==> src/rtl/pipeline_control_pkg.sv <==
// pipeline_control_pkg
//   Shared types for the pipeline hazard/forwarding control block.
//   fwd_sel_t  : EX-stage operand source select (register file, WB, MEM).
//   hz_state_t : hazard state machine (normal run, waiting on dcache, halted).
package pipeline_control_pkg;

    typedef enum logic [1:0] {
        FWD_RF  = 2'b00,
        FWD_WB  = 2'b01,
        FWD_MEM = 2'b10
    } fwd_sel_t;

    typedef enum logic [1:0] {
        RUN    = 2'b00,
        DWAIT  = 2'b01,
        HALTED = 2'b10
    } hz_state_t;

endpackage

==> src/rtl/pipeline_control_forward.sv <==
// forward_unit
//   Combinational EX-stage operand forwarding select.
//   Ports:
//     ex_rs, ex_rt            EX-stage source registers (operand a / b)
//     mem_rd, mem_regwen      MEM-stage destination and write enable
//     wb_rd, wb_regwen        WB-stage destination and write enable
//     fwd_a, fwd_b            operand select; always FWD_RF when FWD_EN=0
module forward_unit
    import pipeline_control_pkg::*;
#(
    parameter int REG_AW = 5,
    parameter bit FWD_EN = 1'b1
) (
    input  logic [REG_AW-1:0] ex_rs,
    input  logic [REG_AW-1:0] ex_rt,
    input  logic [REG_AW-1:0] mem_rd,
    input  logic              mem_regwen,
    input  logic [REG_AW-1:0] wb_rd,
    input  logic              wb_regwen,
    output fwd_sel_t          fwd_a,
    output fwd_sel_t          fwd_b
);

    // MEM holds the younger result, so it takes priority over WB.
    // Register 0 is hard-wired zero and is never forwarded.
    function automatic fwd_sel_t pick(input logic [REG_AW-1:0] src);
        fwd_sel_t sel;
        sel = FWD_RF;
        if (FWD_EN) begin
            if (mem_regwen && mem_rd != '0 && mem_rd == src)
                sel = FWD_MEM;
            else if (wb_regwen && wb_rd != '0 && wb_rd == src)
                sel = FWD_WB;
        end
        return sel;
    endfunction

    always_comb begin
        fwd_a = pick(ex_rs);
        fwd_b = pick(ex_rt);
    end

endmodule

==> src/rtl/pipeline_control.sv <==
// pipeline_control
//   Stall/flush control and operand forwarding for a five-stage pipeline.
//   Ports:
//     CLK, RST                      clock, synchronous active-high reset
//     ihit, dhit                    icache / dcache hit
//     mem_dren, mem_dwen            MEM-stage data read / write request
//     redirect                      control transfer resolved in EX
//     wb_halt                       HALT instruction in WB
//     id_rs, id_rt, id_uses_rt      ID-stage sources
//     ex_rs, ex_rt                  EX-stage sources
//     ex_rd/mem_rd/wb_rd, *_regwen  destinations and write enables
//     ex_memread                    EX instruction is a load
//     pc_en..mem_en                 PC and latch write enables
//     if_flush, id_flush            bubble insert into IF/ID, ID/EX
//     fwd_a, fwd_b                  EX operand selects
//     halt                          registered halted flag
//     stall_cnt                     saturating count of cycles with pc_en=0
module pipeline_control
    import pipeline_control_pkg::*;
#(
    parameter int REG_AW = 5,
    parameter bit FWD_EN = 1'b1,
    parameter int CNT_W  = 16
) (
    input  logic              CLK,
    input  logic              RST,
    input  logic              ihit,
    input  logic              dhit,
    input  logic              mem_dren,
    input  logic              mem_dwen,
    input  logic              redirect,
    input  logic              wb_halt,
    input  logic [REG_AW-1:0] id_rs,
    input  logic [REG_AW-1:0] id_rt,
    input  logic              id_uses_rt,
    input  logic [REG_AW-1:0] ex_rs,
    input  logic [REG_AW-1:0] ex_rt,
    input  logic [REG_AW-1:0] ex_rd,
    input  logic [REG_AW-1:0] mem_rd,
    input  logic [REG_AW-1:0] wb_rd,
    input  logic              ex_regwen,
    input  logic              mem_regwen,
    input  logic              wb_regwen,
    input  logic              ex_memread,
    output logic              pc_en,
    output logic              if_en,
    output logic              id_en,
    output logic              ex_en,
    output logic              mem_en,
    output logic              if_flush,
    output logic              id_flush,
    output fwd_sel_t          fwd_a,
    output fwd_sel_t          fwd_b,
    output logic              halt,
    output logic [CNT_W-1:0]  stall_cnt
);

    hz_state_t state;
    logic      dmiss;
    logic      halted_now;
    logic      raw_ex, raw_mem, raw_wb;
    logic      load_use;

    // True when an older instruction writing rd feeds an ID-stage source.
    function automatic logic id_dep(input logic wen, input logic [REG_AW-1:0] rd);
        return wen && rd != '0 &&
               (rd == id_rs || (id_uses_rt && rd == id_rt));
    endfunction

    always_comb begin
        dmiss      = (mem_dren | mem_dwen) & ~dhit;
        // Reset forces RUN behaviour in the reset cycle itself.
        halted_now = (state == HALTED) && !RST;
        raw_ex     = id_dep(ex_regwen, ex_rd);
        raw_mem    = id_dep(mem_regwen, mem_rd);
        raw_wb     = id_dep(wb_regwen, wb_rd);
        // Without forwarding every RAW dependency in flight must drain.
        load_use   = FWD_EN ? (ex_memread & raw_ex) : (raw_ex | raw_mem | raw_wb);

        pc_en    = 1'b1;
        if_en    = 1'b1;
        id_en    = 1'b1;
        ex_en    = 1'b1;
        mem_en   = 1'b1;
        if_flush = 1'b0;
        id_flush = 1'b0;

        if (halted_now || dmiss) begin
            // Whole pipe frozen; redirect stays in EX and is applied later.
            pc_en  = 1'b0;
            if_en  = 1'b0;
            id_en  = 1'b0;
            ex_en  = 1'b0;
            mem_en = 1'b0;
        end else if (redirect) begin
            if_flush = 1'b1;
            id_flush = 1'b1;
        end else if (load_use) begin
            pc_en    = 1'b0;
            if_en    = 1'b0;
            id_flush = 1'b1;
        end else if (!ihit) begin
            pc_en    = 1'b0;
            if_flush = 1'b1;
        end
    end

    forward_unit #(
        .REG_AW (REG_AW),
        .FWD_EN (FWD_EN)
    ) u_fwd (
        .ex_rs      (ex_rs),
        .ex_rt      (ex_rt),
        .mem_rd     (mem_rd),
        .mem_regwen (mem_regwen),
        .wb_rd      (wb_rd),
        .wb_regwen  (wb_regwen),
        .fwd_a      (fwd_a),
        .fwd_b      (fwd_b)
    );

    always_ff @(posedge CLK) begin
        if (RST) begin
            state     <= RUN;
            halt      <= 1'b0;
            stall_cnt <= '0;
        end else begin
            if (!pc_en && state != HALTED && stall_cnt != '1)
                stall_cnt <= stall_cnt + CNT_W'(1);

            // A halt cannot retire while its memory access is still missing.
            if (wb_halt && !dmiss) begin
                state <= HALTED;
                halt  <= 1'b1;
            end else begin
                case (state)
                    RUN:     if (dmiss)  state <= DWAIT;
                    DWAIT:   if (!dmiss) state <= RUN;
                    default: state <= state;
                endcase
            end
        end
    end

endmodule

==> config.mk <==
export PLATFORM = sky130hd
export DESIGN_NAME = pipeline_control
export DESIGN_NICKNAME = d
export VERILOG_FILES = /design/src/rtl/pipeline_control_pkg.sv /design/src/rtl/pipeline_control_forward.sv /design/src/rtl/pipeline_control.sv
export SDC_FILE = /design/constraint.sdc
export NUM_CORES = 1
export LEC_CHECK = 0
export CAP_MARGIN = 20
export CORE_ASPECT_RATIO = 1.5
export CORE_UTILIZATION = 40
export CTS_BUF_LIST = sky130_fd_sc_hd__clkbuf_8
export DETAILED_ROUTE_END_ITERATION = 10
export PLACE_DENSITY = 0.81
export SKIP_LAST_GASP = 1
export SYNTH_ARGS = -nofsm -noshare
export SYNTH_HDL_FRONTEND = slang
export SYNTH_SLANG_ARGS = --single-unit
==> constraint.sdc <==
create_clock -name CLK -period 3.2 [get_ports CLK]
set_clock_uncertainty 0.15 [all_clocks]
set_input_delay 0.32 -clock CLK [delete_from_list [all_inputs] [get_ports CLK]]
set_output_delay 0.32 -clock CLK [all_outputs]
set_load 0.02 [all_outputs]
==> qor.csv, run 1 <==
stage,metric,value,unit
run_status,status,"complete, no violations",
worst_hold_path,HP Start,halt$_SDFFE_PP0P_,
die,DIE WIDTH,51.73,microns
die,initial core utilization,42.63,%
worst_hold_path,Hold WC Path Type,reg2reg,
global_routing,grt ovf,0,
critical_path,Crit. End Element,output pin,
drt,DR vias,1660,
final_layout,fraction of layout cells with a size suffix above 1,5.534,%
final_layout,filler cell count,310,
final_layout,Final Net Count,303,
sta,Final Hold Viols,0,
sta,worst slew pin tran,0.8092,ns
sta,RSZ-0062 raised after global routing,no,
drt,via-per-instance ratio,5.627,
synthesis,Syn Std Cell Area,1484,sq um
synthesis,number of synthesized flops with an enable pin,0,
sta,Tmin final,3.064,ns
sta,Max-slew headroom,45.92,%
synthesis,Yosys cell types,39,
die,row count,26,
critical_path,reg2reg end,stall_cnt[15]$_SDFFE_PP0P_,
final_layout,ANT cells,0,
critical_path,Worst Setup SP,mem_rd[2],
critical_path,CP arrival,2.59,ns
final_layout,Finished Core Util,66.14,%
placed_design,Detail Placement HPWL,3182,microns
critical_path,crit path to,fwd_b[0],
drt,drt total wl,4020,microns
synthesis,post-synthesis cell count,179,
global_routing,GRT Overall Usage,21.32,%
drt,wire length per cell,13.63,microns
placed_design,pre-CTS setup slack,0.07682,ns
synthesis,"top cells by count, synth","a21oi_1, dfxtp_1, xnor2_1",
clocking,root buf cell,clkbuf_8,
clocking,clock slew at reported path FFs,0.07,ns
clocking,CTS Buffer Depth,2,
critical_path,Reg-to-Reg Start,stall_cnt[0]$_SDFFE_PP0P_,
pwr,LEAKAGE,0.7722,nW
die,I/O pin count,76,
drt,drt first pass iters,4,
die,core area,3481,sq um
critical_path,Crit Path Class,in2out,
global_routing,first-pass GRT wire length,6603,microns
synthesis,Yosys top cell by area,dfxtp_1,
final_layout,"Area growth, synth to finish",55.14,%
sta,fmax,326.4,MHz
pwr,maximum vdd drop,0.0002256,V
global_routing,largest net degree at the start of global routing,26,
critical_path,R2R setup slack,0.66,ns
synthesis,syn nets,228,
placed_design,GPL Wtd Cong,0.7482,
final_layout,fin area,2302,sq um
drt,initial DRC count,41,
critical_path,startpoint type of the worst setup path,primary input,
synthesis,Mean Syn Cell Area,8.290,sq um
clocking,number of H-tree levels,1,
critical_path,"Max FO, Critical Path",3,
synthesis,Async SR Flop Fraction,0,%
sta,hold slack final,0.3264,ns
flow_run,Max Cap Violations,0,
clocking,TritonCTS clock tree,built,
clocking,CTS Buf Count,3,
placed_design,Port Buffers,75,
synthesis,synthesis-stage register bit count,19,
sta,Tcrit/Tclk final,95.75,%
clocking,worst-skew pair later-pin latency,0.26,ns
die,Die Height,76.60,microns
synthesis,Yosys Warn Count,0,
global_routing,antenna violations before repair,0,
clocking,clock sink total,19,
drt,# DRC,0,
sta,setup ws final,0.1361,ns
placed_design,dpl cell area,2251,sq um
clocking,# Post-CTS Setup Buffers,0,
sta,Final Setup Violations,0,
die,full die area,3962,sq um
global_routing,vias in the first global route,1592,
critical_path,R2R cell count,6,
sta,Setup Total Neg Slack,0,ns
synthesis,"Top FF cell, synth",dfxtp_1,
pwr,Cell Pwr Density,270.2,nW/um^2
critical_path,Critical Path RT,2.73,ns
synthesis,top post-synthesis cells by area,"dfxtp_1, xnor2_1, xor2_1, or4_1, a21oi_1",
synthesis,"Seq/Total Area, Yosys",25.63,%
synthesis,top cell type's share of synthesized area,25.63,%
sta,Final Max Slew Viols,0,
drt,antenna-violating nets left,0,
how the worst min path moves through the flow:
stage	endpoint	slack [ns]	cells after the start
6_report	halt$_SDFFE_PP0P_	0.33	2
5_1_grt	stall_cnt[4]$_SDFFE_PP0P_	0.38	2
4_1_cts	halt$_SDFFE_PP0P_	0.33	2
3_5_place_dp	halt$_SDFFE_PP0P_	0.31	2
3_3_place_gp	halt$_SDFFE_PP0P_	0.31	2
2_1_floorplan	state[1]$_SDFFE_PP0P_	0.31	2
kinds of logic (layout without fill, tap and decap cells):
kind of cell | count (synthesis) | count (layout) | share of synthesized area, %
and+or+nand+nor | 64 | 64 | 25.97
xor gates and xnor gates | 30 | 30 | 17.71
adders and majority gates | 1 | 1 | 0.8430
muxes | 1 | 1 | 1.012
buffers and inverters | 15 | 89 | 5.733
AOI/OAI and AO/OA | 49 | 49 | 23.10
DFF | 19 | 19 | 25.63
critical path, stage by stage:
cell	delay, ns
clkdlybuf4s50_1	0.47
or4_1	0.51
o21ai_0	0.24
nor4_1	0.11
nor4_1	0.29
clkdlybuf4s50_1	0.65
per-stage QoR:
step / cells / total power (W)
after floorplan: 179 / 0.0003522
after global placement: 291 / 0.0004552
after detailed placement: 291 / 0.0004577
after CTS: 295 / 0.0006295
after global routing: 295 / 0.0006601
final: 295 / 0.0006222
sequential cells by signal, indices dropped and copies added, names as in the netlist:
| signal | flops |
|---|---|
| halt | 1 |
| stall_cnt | 16 |
| state | 2 |
what timing repair did:
item,in CTS,in global routing
endpoints found under the setup margin,0,1
hold buffers,0,0
resized for setup,0,1
cell type report:
class | count | area [sq um] | area share, %
multi-input cells | 145 | 1018 | 44.24
well taps | 42 | 52.55 | 2.283
repair buffers | 78 | 775.7 | 33.70
clock buffers | 3 | 41.29 | 1.793
clock inverters | 1 | 7.507 | 0.3261
inverters | 7 | 26.28 | 1.141
flip-flops and latches | 19 | 380.4 | 16.52
cells in the final DEF (no fill, tap or decap), drive strengths merged:
master and count:
nand3b 1, nor4 5, o311a 1, or3 3, or4 13, o21ai 8, inv 7, a21oi 20
nand2 7, a31oi 2, clkinvlp 1, clkdlybuf4s50 74, xor2 14, o22ai 1, nand2b 3, o21bai 1
nand3 11, xnor2 16, o2111ai 3, nor2b 2, o41ai 2, ha 1, dfxtp 19, clkbuf 3
buf 3, a211oi 1, dlymetal6s2s 1, nor2 5, and3 6, mux2 1, nand4 4, and2 2
o31ai 10, and4 2
power breakdown:
group | leakage, nW | internal [W] | switching (W)
Sequential | 0.154 | 0.000242 | 0.00000604
Combinational | 0.596 | 0.000110 | 0.0000935
Clock | 0.0217 | 0.0000877 | 0.0000828
Total | 0.772 | 0.000440 | 0.000182
layer usage:
metal | share of wire, % | routed length [microns] | vias to the layer above | GRT usage, %
li1 | - | - | 827 | -
met4 | 1.1 | 44 | 0 | 7.027
met2 | 52 | 2081 | 70 | 40.52
met3 | 8.0 | 320 | 4 | 3.992
met5 | 0 | 0 | - | 0
met1 | 39 | 1573 | 759 | 22.05
Power figures use the tool's default switching activity.
==> run 2: changes to the inputs <==
==> constraint.sdc (replaced) <==
create_clock -name CLK -period 3.27 [get_ports CLK]
set_clock_uncertainty 0.15 [all_clocks]
set_input_delay 0.4905 -clock CLK [delete_from_list [all_inputs] [get_ports CLK]]
set_output_delay 0.4905 -clock CLK [all_outputs]
set_load 0.02 [all_outputs]
==> run 2 against run 1 <==
Against the previous run: flip-flop and latch count unchanged; register-to-register slack better by 0.11 ns; die area unchanged; global-route usage up 0.57 points; routed wire length up 3.2%.
==> qor.csv, run 2 (synthesized netlist as in run 1, its figures left out) <==
stage,metric,value,unit,change
placed_design,GPL Wtd Cong,0.8092,,+8.2%
global_routing,GRT Overall Usage,21.89,%,+0.57 points
placed_design,pre-CTS setup slack,-0.1223,ns,-0.1991 ns
global_routing,largest net degree at the start of global routing,26,,unchanged
clocking,clock sink total,19,,unchanged
global_routing,met3 Usage GRT,2.595,%,-1.4 points
clocking,clock slew at reported path FFs,0.07,ns,about the same
drt,via-per-instance ratio,5.555,,-1.3%
die,core area,3481,sq um,unchanged
die,Die Height,76.60,microns,unchanged
critical_path,crit path to,fwd_a[1],,
clocking,TritonCTS clock tree,built,,
final_layout,ANT cells,0,,unchanged
final_layout,"Area growth, synth to finish",62.73,%,
critical_path,"Max FO, Critical Path",2,,-1
run_status,status,"complete, no violations",,
sta,worst slew pin tran,0.7439,ns,-0.06537 ns
final_layout,fin area,2415,sq um,+4.9%
pwr,Combinational Power Share,33.7,%,+0.9 points
worst_hold_path,HP Start,halt$_SDFFE_PP0P_,,
pwr,Final Power,0.0006259,W,+0.61%
critical_path,R2R setup slack,0.77,ns,+0.11 ns
clocking,root buf cell,clkbuf_8,,
critical_path,Worst Setup SP,mem_rd[4],,
final_layout,most common library cell in the layout ignoring fill and taps,clkdlybuf4s50_1,,
critical_path,R2R cell count,6,,unchanged
sta,Final Setup Violations,0,,unchanged
final_layout,"commonest cells after routing, fill and taps aside","clkdlybuf4s50_1, a21oi_1, dfxtp_1",,
sta,setup ws final,0.1480,ns,+0.01190 ns
clocking,CTS Buf Count,3,,unchanged
global_routing,vias in the first global route,1691,,+6.2%
critical_path,CP arrival,2.48,ns,-0.11 ns
pwr,LEAKAGE,0.8588,nW,+11%
die,row count,26,,unchanged
drt,drt total wl,4147,microns,+3.2%
global_routing,layer with the highest usage,met2,,
critical_path,Crit Path Class,in2out,,
final_layout,fraction of layout cells with a size suffix above 1,10.82,%,+5.3 points
die,DIE WIDTH,51.73,microns,unchanged
clocking,CTS Buffer Depth,2,,unchanged
pwr,Sw Share,29.62,%,+0.32 points
sta,Max-slew headroom,50.29,%,+4.4 points
sta,hold slack final,0.3254,ns,-0.001021 ns
global_routing,met1 Use GR,20.65,%,-1.4 points
critical_path,Critical Path RT,2.63,ns,-0.10 ns
flow_run,Max Cap Violations,0,,unchanged
drt,wire length per cell,13.38,microns,-1.8%
drt,antenna-violating nets left,0,,unchanged
global_routing,antenna violations before repair,0,,unchanged
drt,DR vias,1722,,+3.7%
pwr,maximum vdd drop,0.0002636,V,+17%
placed_design,dpl cell area,2364,sq um,+5.0%
pwr,Seq pwr share,38.8,%,-1.0 points
sta,Tmin final,3.122,ns,
global_routing,met2 GRT Util,44.16,%,+3.6 points
sta,Setup Total Neg Slack,0,ns,unchanged
die,I/O pin count,76,,unchanged
sta,Final Max Slew Viols,0,,unchanged
sta,fmax,320.3,MHz,
die,full die area,3962,sq um,unchanged
pwr,Int Pwr,0.0004405,W,+0.15%
critical_path,Crit. End Element,output pin,,
clocking,worst-skew pair later-pin latency,0.26,ns,about the same
final_layout,Final Net Count,318,,+5.0%
sta,RSZ-0062 raised after global routing,no,,
drt,drt first pass iters,4,,unchanged
sta,Tcrit/Tclk final,95.47,%,
clocking,# hold bufs at CTS,0,,unchanged
worst_hold_path,WHS Path Cells,2,,unchanged
global_routing,grt ovf,0,,unchanged
worst_hold_path,Hold WC Path Type,reg2reg,,
final_layout,flip-flop count of the largest register after layout,16,,unchanged
die,initial core utilization,42.63,%,unchanged
placed_design,Detail Placement HPWL,3375,microns,+6.1%
drt,# DRC,0,,unchanged
clocking,number of H-tree levels,1,,unchanged
pwr,clock power share,27.6,%,+0.2 points
critical_path,startpoint type of the worst setup path,primary input,,
clocking,# Post-CTS Setup Buffers,0,,unchanged
drt,initial DRC count,12,,-71%
pwr,Cell Pwr Density,259.2,nW/um^2,-4.1%
sta,Final Hold Viols,0,,unchanged
placed_design,Port Buffers,75,,unchanged
final_layout,Top reg by flops,stall_cnt,,
final_layout,largest registers,"stall_cnt x16, state x2, halt x1",,
critical_path,reg2reg end,stall_cnt[15]$_SDFFE_PP0P_,,
global_routing,first-pass GRT wire length,6775,microns,+2.6%
pwr,Switch Pwr,0.0001854,W,+1.7%
critical_path,Reg-to-Reg Start,stall_cnt[0]$_SDFFE_PP0P_,,
## run 2: worst max-delay path, stage by stage
cell	delay [ns]
clkdlybuf4s50_1	0.43
buf_4	0.16
xnor2_1	0.15
nand3_1	0.09
nor4_1	0.39
buf_4	0.18
clkdlybuf4s50_1	0.59
## run 2: power groups by stage
stage / logic (W) / registers [W] / clock network (W)
floorplan: 0.0000935 / 0.000251 / 0
global placement: 0.000210 / 0.000248 / 0
detailed placement: 0.000213 / 0.000248 / 0
CTS: 0.000214 / 0.000243 / 0.000175
global route: 0.000227 / 0.000244 / 0.000185
finish: 0.000211 / 0.000243 / 0.000173
## run 2: area by class of cell
class,count,area (sq um)
Clock buffer,3,41.29
Clock inverter,1,7.507
Fill cell,305,1066
Inverter,7,26.28
Multi-Input combinational cell,145,1018
Sequential cell,19,380.4
Tap cell,42,52.55
Timing Repair Buffer,93,888.4
## run 2: what timing repair did
item / 4_1_cts / 5_1_grt
gates resized for setup: 2 / 2
setup endpoints to repair: 2 / 2
gates cloned: 0 / 0
## run 2: metrics by stage
stage                     utilization (%)  cells
after floorplan                         -    179
after global placement              67.90    306
after detailed placement            67.90    306
after CTS                           69.23    310
after global routing                69.37    310
final                               69.37    310
## run 2: worst min path at each step
stage                       endpoint
3_3_place_gp       halt$_SDFFE_PP0P_
6_report           halt$_SDFFE_PP0P_
4_1_cts            halt$_SDFFE_PP0P_
2_1_floorplan  state[1]$_SDFFE_PP0P_
5_1_grt            halt$_SDFFE_PP0P_
3_5_place_dp       halt$_SDFFE_PP0P_
## run 2: routing by layer
layer,wire length [microns],part of all wire [%]
met5,0,0
met1,1477,36
met2,2254,54
met3,351,8.5
met4,64,1.5
